--- config.mk ---
export PLATFORM = sky130hd
export DESIGN_NAME = ahbl_burst_master
export DESIGN_NICKNAME = d
export VERILOG_FILES = /design/src/rtl/ahbl_burst_master.sv
export SDC_FILE = /design/constraint.sdc
export NUM_CORES = 1
export LEC_CHECK = 0
export CORE_ASPECT_RATIO = 1.2
export CORE_UTILIZATION = 45
export CTS_CLUSTER_SIZE = 16
export DETAILED_ROUTE_END_ITERATION = 8
export GPL_ROUTABILITY_DRIVEN = 0
export PLACE_DENSITY = 0.81
export SETUP_SLACK_MARGIN = 0.2
export SKIP_CTS_REPAIR_TIMING = 1
export SYNTH_ARGS = -nofsm -noshare
export SYNTH_HDL_FRONTEND = slang
export SYNTH_SLANG_ARGS = --single-unit
--- constraint.sdc ---
create_clock -name HCLK -period 5.5 [get_ports HCLK]
set_clock_uncertainty 0.2 [all_clocks]
set_input_delay 1.1 -clock HCLK [delete_from_list [all_inputs] [get_ports HCLK]]
set_output_delay 1.1 -clock HCLK [all_outputs]
set_load 0.005 [all_outputs]
--- src/rtl/ahbl_burst_master.sv ---
// AHB-Lite initiator: turns a command plus write/read beat streams into
// SINGLE/INCR4/INCR8/INCR16 transfers with wait-state, BUSY and ERROR handling.
module ahbl_burst_master #(
    parameter int ADDR_WIDTH = 32,
    parameter int DATA_WIDTH = 32
) (
    input  logic                  HCLK,
    input  logic                  HRESET,
    input  logic                  cmd_valid,
    output logic                  cmd_ready,
    input  logic                  cmd_write,
    input  logic [ADDR_WIDTH-1:0] cmd_addr,
    input  logic [2:0]            cmd_size,
    input  logic [1:0]            cmd_len,
    input  logic                  wr_valid,
    output logic                  wr_ready,
    input  logic [DATA_WIDTH-1:0] wr_data,
    output logic                  rd_valid,
    output logic [DATA_WIDTH-1:0] rd_data,
    output logic                  done,
    output logic                  err,
    output logic [1:0]            HTRANS,
    output logic [ADDR_WIDTH-1:0] HADDR,
    output logic                  HWRITE,
    output logic [2:0]            HSIZE,
    output logic [2:0]            HBURST,
    output logic [3:0]            HPROT,
    output logic [DATA_WIDTH-1:0] HWDATA,
    input  logic                  HREADY,
    input  logic                  HRESP,
    input  logic [DATA_WIDTH-1:0] HRDATA
);
    localparam logic [1:0] TR_IDLE   = 2'b00;
    localparam logic [1:0] TR_BUSY   = 2'b01;
    localparam logic [1:0] TR_NONSEQ = 2'b10;
    localparam logic [1:0] TR_SEQ    = 2'b11;

    typedef enum logic [1:0] {ST_IDLE, ST_ADDR, ST_DRAIN, ST_ERR2} state_t;

    state_t                  state_reg, state_next;
    logic [1:0]              htrans_reg, htrans_next;
    logic [ADDR_WIDTH-1:0]   haddr_reg, haddr_next;
    logic                    hwrite_reg, hwrite_next;
    logic [2:0]              hsize_reg, hsize_next;
    logic [2:0]              hburst_reg, hburst_next;
    logic [DATA_WIDTH-1:0]   hwdata_reg, hwdata_next;
    logic [DATA_WIDTH-1:0]   hold_reg, hold_next;
    logic                    hold_full_reg, hold_full_next;
    logic [4:0]              issue_rem_reg, issue_rem_next;
    logic [4:0]              fetch_rem_reg, fetch_rem_next;
    logic                    dphase_reg, dphase_next;
    logic                    rej_reg, rej_next;

    logic [4:0]  cmd_beats;
    logic [2:0]  cmd_burst;
    logic [11:0] span_end;
    logic        cmd_bad;
    logic        addr_acc, hold_leave, wr_fire, data_ok, dphase_err;
    logic [9:0]  haddr_inc;

    always_comb begin
        cmd_beats = 5'd16;
        cmd_burst = 3'b111;
        case (cmd_len)
            2'd0:    begin cmd_beats = 5'd1; cmd_burst = 3'b000; end
            2'd1:    begin cmd_beats = 5'd4; cmd_burst = 3'b011; end
            2'd2:    begin cmd_beats = 5'd8; cmd_burst = 3'b101; end
            default: begin cmd_beats = 5'd16; cmd_burst = 3'b111; end
        endcase
    end

    // A burst may end exactly on the 1 KB boundary but not past it.
    assign span_end  = {2'b00, cmd_addr[9:0]} + (12'(cmd_beats) << cmd_size[1:0]);
    assign cmd_bad   = (cmd_size > 3'd2) || (span_end > 12'd1024);

    assign addr_acc   = htrans_reg[1] & HREADY;
    assign hold_leave = addr_acc & hwrite_reg;
    assign wr_ready   = (state_reg == ST_ADDR) && (!hold_full_reg || hold_leave)
                        && (fetch_rem_reg != 5'd0);
    assign wr_fire    = wr_valid & wr_ready;
    // Next beat may be issued when its data is in (or entering) the holding register.
    assign data_ok    = !hwrite_reg || wr_fire || (hold_full_reg && !hold_leave);
    assign dphase_err = dphase_reg & HRESP & ~HREADY;
    assign haddr_inc  = 10'd1 << hsize_reg[1:0];

    always_comb begin
        state_next     = state_reg;
        htrans_next    = htrans_reg;
        haddr_next     = haddr_reg;
        hwrite_next    = hwrite_reg;
        hsize_next     = hsize_reg;
        hburst_next    = hburst_reg;
        hwdata_next    = hwdata_reg;
        hold_next      = hold_reg;
        hold_full_next = hold_full_reg;
        issue_rem_next = issue_rem_reg;
        fetch_rem_next = fetch_rem_reg;
        dphase_next    = dphase_reg;
        rej_next       = 1'b0;

        if (HREADY) begin
            dphase_next = addr_acc;
        end
        if (hold_leave) begin
            hwdata_next    = hold_reg;
            hold_full_next = 1'b0;
        end
        if (wr_fire) begin
            hold_next      = wr_data;
            hold_full_next = 1'b1;
            fetch_rem_next = fetch_rem_reg - 5'd1;
        end

        case (state_reg)
            ST_IDLE: begin
                if (cmd_valid) begin
                    if (cmd_bad) begin
                        rej_next = 1'b1;
                    end else begin
                        haddr_next     = cmd_addr;
                        hwrite_next    = cmd_write;
                        hsize_next     = cmd_size;
                        hburst_next    = cmd_burst;
                        issue_rem_next = cmd_beats;
                        fetch_rem_next = cmd_write ? cmd_beats : 5'd0;
                        hold_full_next = 1'b0;
                        htrans_next    = cmd_write ? TR_IDLE : TR_NONSEQ;
                        state_next     = ST_ADDR;
                    end
                end
            end
            ST_ADDR: begin
                if (dphase_err) begin
                    htrans_next = TR_IDLE;
                    state_next  = ST_ERR2;
                end else if (HREADY) begin
                    if (addr_acc) begin
                        issue_rem_next = issue_rem_reg - 5'd1;
                        if (issue_rem_reg == 5'd1) begin
                            htrans_next = TR_IDLE;
                            state_next  = ST_DRAIN;
                        end else begin
                            // BUSY already carries the next beat's address.
                            haddr_next  = {haddr_reg[ADDR_WIDTH-1:10], haddr_reg[9:0] + haddr_inc};
                            htrans_next = data_ok ? TR_SEQ : TR_BUSY;
                        end
                    end else if (data_ok) begin
                        htrans_next = (htrans_reg == TR_BUSY) ? TR_SEQ : TR_NONSEQ;
                    end
                end
            end
            ST_DRAIN: begin
                if (dphase_err) begin
                    state_next = ST_ERR2;
                end else if (HREADY) begin
                    state_next = ST_IDLE;
                end
            end
            ST_ERR2: begin
                if (HREADY) begin
                    state_next     = ST_IDLE;
                    hold_full_next = 1'b0;
                    fetch_rem_next = 5'd0;
                    issue_rem_next = 5'd0;
                    dphase_next    = 1'b0;
                end
            end
            default: state_next = ST_IDLE;
        endcase
    end

    always_ff @(posedge HCLK) begin
        if (HRESET) begin
            state_reg     <= ST_IDLE;
            htrans_reg    <= TR_IDLE;
            haddr_reg     <= '0;
            hwrite_reg    <= 1'b0;
            hsize_reg     <= 3'd0;
            hburst_reg    <= 3'd0;
            hwdata_reg    <= '0;
            hold_reg      <= '0;
            hold_full_reg <= 1'b0;
            issue_rem_reg <= 5'd0;
            fetch_rem_reg <= 5'd0;
            dphase_reg    <= 1'b0;
            rej_reg       <= 1'b0;
        end else begin
            state_reg     <= state_next;
            htrans_reg    <= htrans_next;
            haddr_reg     <= haddr_next;
            hwrite_reg    <= hwrite_next;
            hsize_reg     <= hsize_next;
            hburst_reg    <= hburst_next;
            hwdata_reg    <= hwdata_next;
            hold_reg      <= hold_next;
            hold_full_reg <= hold_full_next;
            issue_rem_reg <= issue_rem_next;
            fetch_rem_reg <= fetch_rem_next;
            dphase_reg    <= dphase_next;
            rej_reg       <= rej_next;
        end
    end

    assign cmd_ready = (state_reg == ST_IDLE);
    assign HTRANS    = htrans_reg;
    assign HADDR     = haddr_reg;
    assign HWRITE    = hwrite_reg;
    assign HSIZE     = hsize_reg;
    assign HBURST    = hburst_reg;
    assign HPROT     = 4'b0011;
    assign HWDATA    = hwdata_reg;

    // Completion and read strobes are suppressed in a reset cycle so no stray pulse escapes.
    assign rd_valid = ~HRESET & dphase_reg & HREADY & ~HRESP & ~hwrite_reg;
    assign rd_data  = rd_valid ? HRDATA : '0;
    assign done     = ~HRESET & (rej_reg
                      | ((state_reg == ST_DRAIN) & HREADY)
                      | ((state_reg == ST_ERR2) & HREADY));
    assign err      = ~HRESET & (rej_reg
                      | ((state_reg == ST_DRAIN) & HREADY & HRESP)
                      | ((state_reg == ST_ERR2) & HREADY));
endmodule

==> results.md <==
- Status: finished clean
- CTS tree: done
- PwrDens: 343 mW/mm^2
- Peak supply drop: 0.204 mV
- Final Non-Filler Cells: 1,151
- Sink Count: 120
- Worst path slowest cell: or4_4
- Adder-Cell Fraction of Synth Area: 0.0457
- Register area: 0.00240 mm^2
- Slew Viols, Final: 0
- Worst hold path class: flip-flop to flip-flop
- Number of synthesized flops with an enable pin: 0
- Worst reg2reg setup slack: 2.11 ns
- Final Cell Area: 0.00904 mm^2
- CTS clock-pin slew for the worst setup and hold paths: 0.05 ns
- Vias per cell: 5.47
- Ys async rst share: 0
- H-Tree Depth: 4
- Cell variety after synth: 65
- Global-route wire length before repair: 28.8 mm
- Slew margin rel.: 0.241
- Total congestion overflow: 0
- Setup crit end: issue_rem_reg[2]
- Yosys reg bits: 120
- Unrepaired setup endpoints after global routing: no
- Worst Setup End Kind: flip-flop
- Die width: 108 um
- Final Core Density: 0.686
- Clock latency on the worst-skew pair: 0.41 ns
- Synth Area per Inst: 7.82 um^2
- Syn. warnings: 0
- Max Fanout on Critical Path: 7
- Fin crit period: 4.95 ns
- Area post-placement: 0.00837 mm^2
- CP arrival: 5.04 ns
- Num rows: 46
- Setup violators final: 0
- Synth-to-Final Area Change: 48.7%
- CP Launch Type: input pin
- Synth Flop Type: dfxtp_1
- Period utilization: 0.901
- Fillers: 1,072
- Fin. Hold Viols: 0
- DPL Wire Length: 12.5 mm
- FF-to-FF path depth: 8
- DR iter-0 viols: 533
- Diode count: 0
- Total number of vias: 6,295
- Chip Height: 129 um
- Most numerous cell in the Yosys netlist: nand2_1
- WHS: 0.249 ns
- Area contributors post-synth: dfxtp_1 40%, a21oi_1 9.7%, nand2_1 9.6%
- Wirelength per Cell: 16.1 um
- CTS Root Buffer Type: clkbuf_16
- Worst Hold Path Cells: 2
- Placed Cells: 1,119
- Layout cells sized above 1: 0.0671
- Buffers on Ports: 217
- Multi-input gate area: 0.00336 mm^2
- Nets: 1,099
- Drt pass-1 iters: 5
- Crit Path Class: input pin to flip-flop
- Post-synthesis xor/xnor area fraction: 0.0159
- Cells after Synth: 777
- Static Leak: 0.00324 uW
- Start point of the critical path: cmd_len[1]
- Starting density of the core: 0.461
- Post-synth top cells: 155 x nand2_1, 120 x dfxtp_1, 118 x a21oi_1
- Drt total wl: 18.6 mm
- Total GRT Usage: 0.262
- Io pins: 222
- ANT nets after route: 0
- Vias in the first global route: 5,877
- Netlist Area Pre-Place: 0.00608 mm^2
- Highest clock rate: 0.202 GHz
- Worst R2R Start: issue_rem_reg[0]
- Crit Reg-Reg Endpoint: HADDR[8]
- Initial antenna violation count: 0
- Max Cap Viol: 0
- Mux cell area share after synthesis: 0.0117
- Core area: 0.0132 mm^2
- Clk buf depth: 2
- Total CTS buffers: 17
- Die Area: 0.0140 mm^2
- Top-area cell type share of the netlist area: 0.395
- Slew of the pin with the lowest slew margin: 1.14 ns
- Worst path required time: 5.59 ns
- Post-Synth Simple-Gate Area: 0.240
- DRC errors left: 0
- Most area-hungry cell type in the Yosys netlist: dfxtp_1
- Sequential share of the synthesized area: 0.395
- Largest family of logic cells by synthesized area: simple AND/OR/NAND/NOR gates
- Complex-gate fraction of the synthesized area: 0.233
- Largest net degree at the start of global routing: 99
- Crit path cell chain: clkdlybuf4s50_1, or2_2, nor3_1, ha_1, inv_1, fa_1, nor2b_1, o32ai_1, a211o_1, or4_4, o311ai_1, nand2_1, o41ai_1
- Slowest stage delay, CP: 0.59 ns
- Post-Route Setup TNS: 0 ns
[cell families (layout without fill, tap and decap cells)]
| group | count (synthesis) | count (layout) |
|---|---|---|
| mux | 7 | 7 |
| compound gates | 226 | 226 |
| flops | 120 | 120 |
| simple gates | 305 | 305 |
| xor+xnor | 11 | 11 |
| fa+ha+maj | 21 | 21 |
| buf+inv | 85 | 289 |
| other cells | 2 | 4 |
[how the worst min path moves through the flow]
stage	startpoint	end	slack, ns
floorplan	hold_reg[0]	HWDATA[0]	0.23
global placement	hold_reg[20]	HWDATA[20]	0.24
detailed placement	hold_reg[30]	HWDATA[30]	0.24
CTS	hold_reg[3]	HWDATA[3]	0.25
global route	hold_reg[1]	HWDATA[1]	0.26
finish	hold_reg[11]	HWDATA[11]	0.25
[cell usage in the layout (no fill, tap or decap), types with 4 or more instances in the layout]
cell,n
clkdlybuf4s50_1,216
nand2_1,155
dfxtp_1,120
a21oi_1,118
and2_1,35
nor2_1,29
nand4_1,26
o31ai_1,24
inv_1,20
ha_1,19
buf_4,19
clkbuf_16,17
o21ai_0,15
nand3_1,11
nor3_1,10
xnor2_1,8
o22ai_1,8
nor2b_1,7
a211oi_1,6
mux2i_1,6
o32ai_1,6
nand2b_1,5
bufinv_16,5
or2_2,4
nand3b_1,4
a21o_1,4
conb_1,4
[worst max-delay path: cells and delay by family]
family | cells | cell delay [ns]
simple gates | 5 | 1.52
fa+ha+maj | 2 | 0.59
buf+inv | 2 | 0.47
compound gates | 4 | 1.35
[area by class of cell]
| type | instances | area share |
|---|---|---|
| flip-flops and latches | 120 | 0.266 |
| clock buffers | 21 | 0.0521 |
| multi-input cells | 574 | 0.371 |
| clock inverters | 11 | 0.0215 |
| inverters | 21 | 0.00872 |
| well taps | 168 | 0.0233 |
| repair buffers | 236 | 0.257 |
[power by group]
group	total [uW]	switching, uW	leakage (uW)	internal [uW]
sequential	1020	73.8	0.000971	942
clock	1240	397	0.000323	841
combinational	846	452	0.00194	393
[per-stage QoR]
stage / worst slack (ns) / total power, uW
final: 0.546 / 3100
after global routing: 0.219 / 3240
after CTS: 0.593 / 3100
after detailed placement: 0.196 / 1860
after global placement: 0.324 / 1850
after floorplan: 0.639 / 1530
[metal layers]
layer,vias up,global-route usage,part of all wire
met5,-,0,0
met4,0,0.114,0.031
met3,47,0.0795,0.073
met2,238,0.428,0.48
met1,2884,0.317,0.41
li1,3126,-,-
Note: power is estimated with default switching activity, not from simulation.
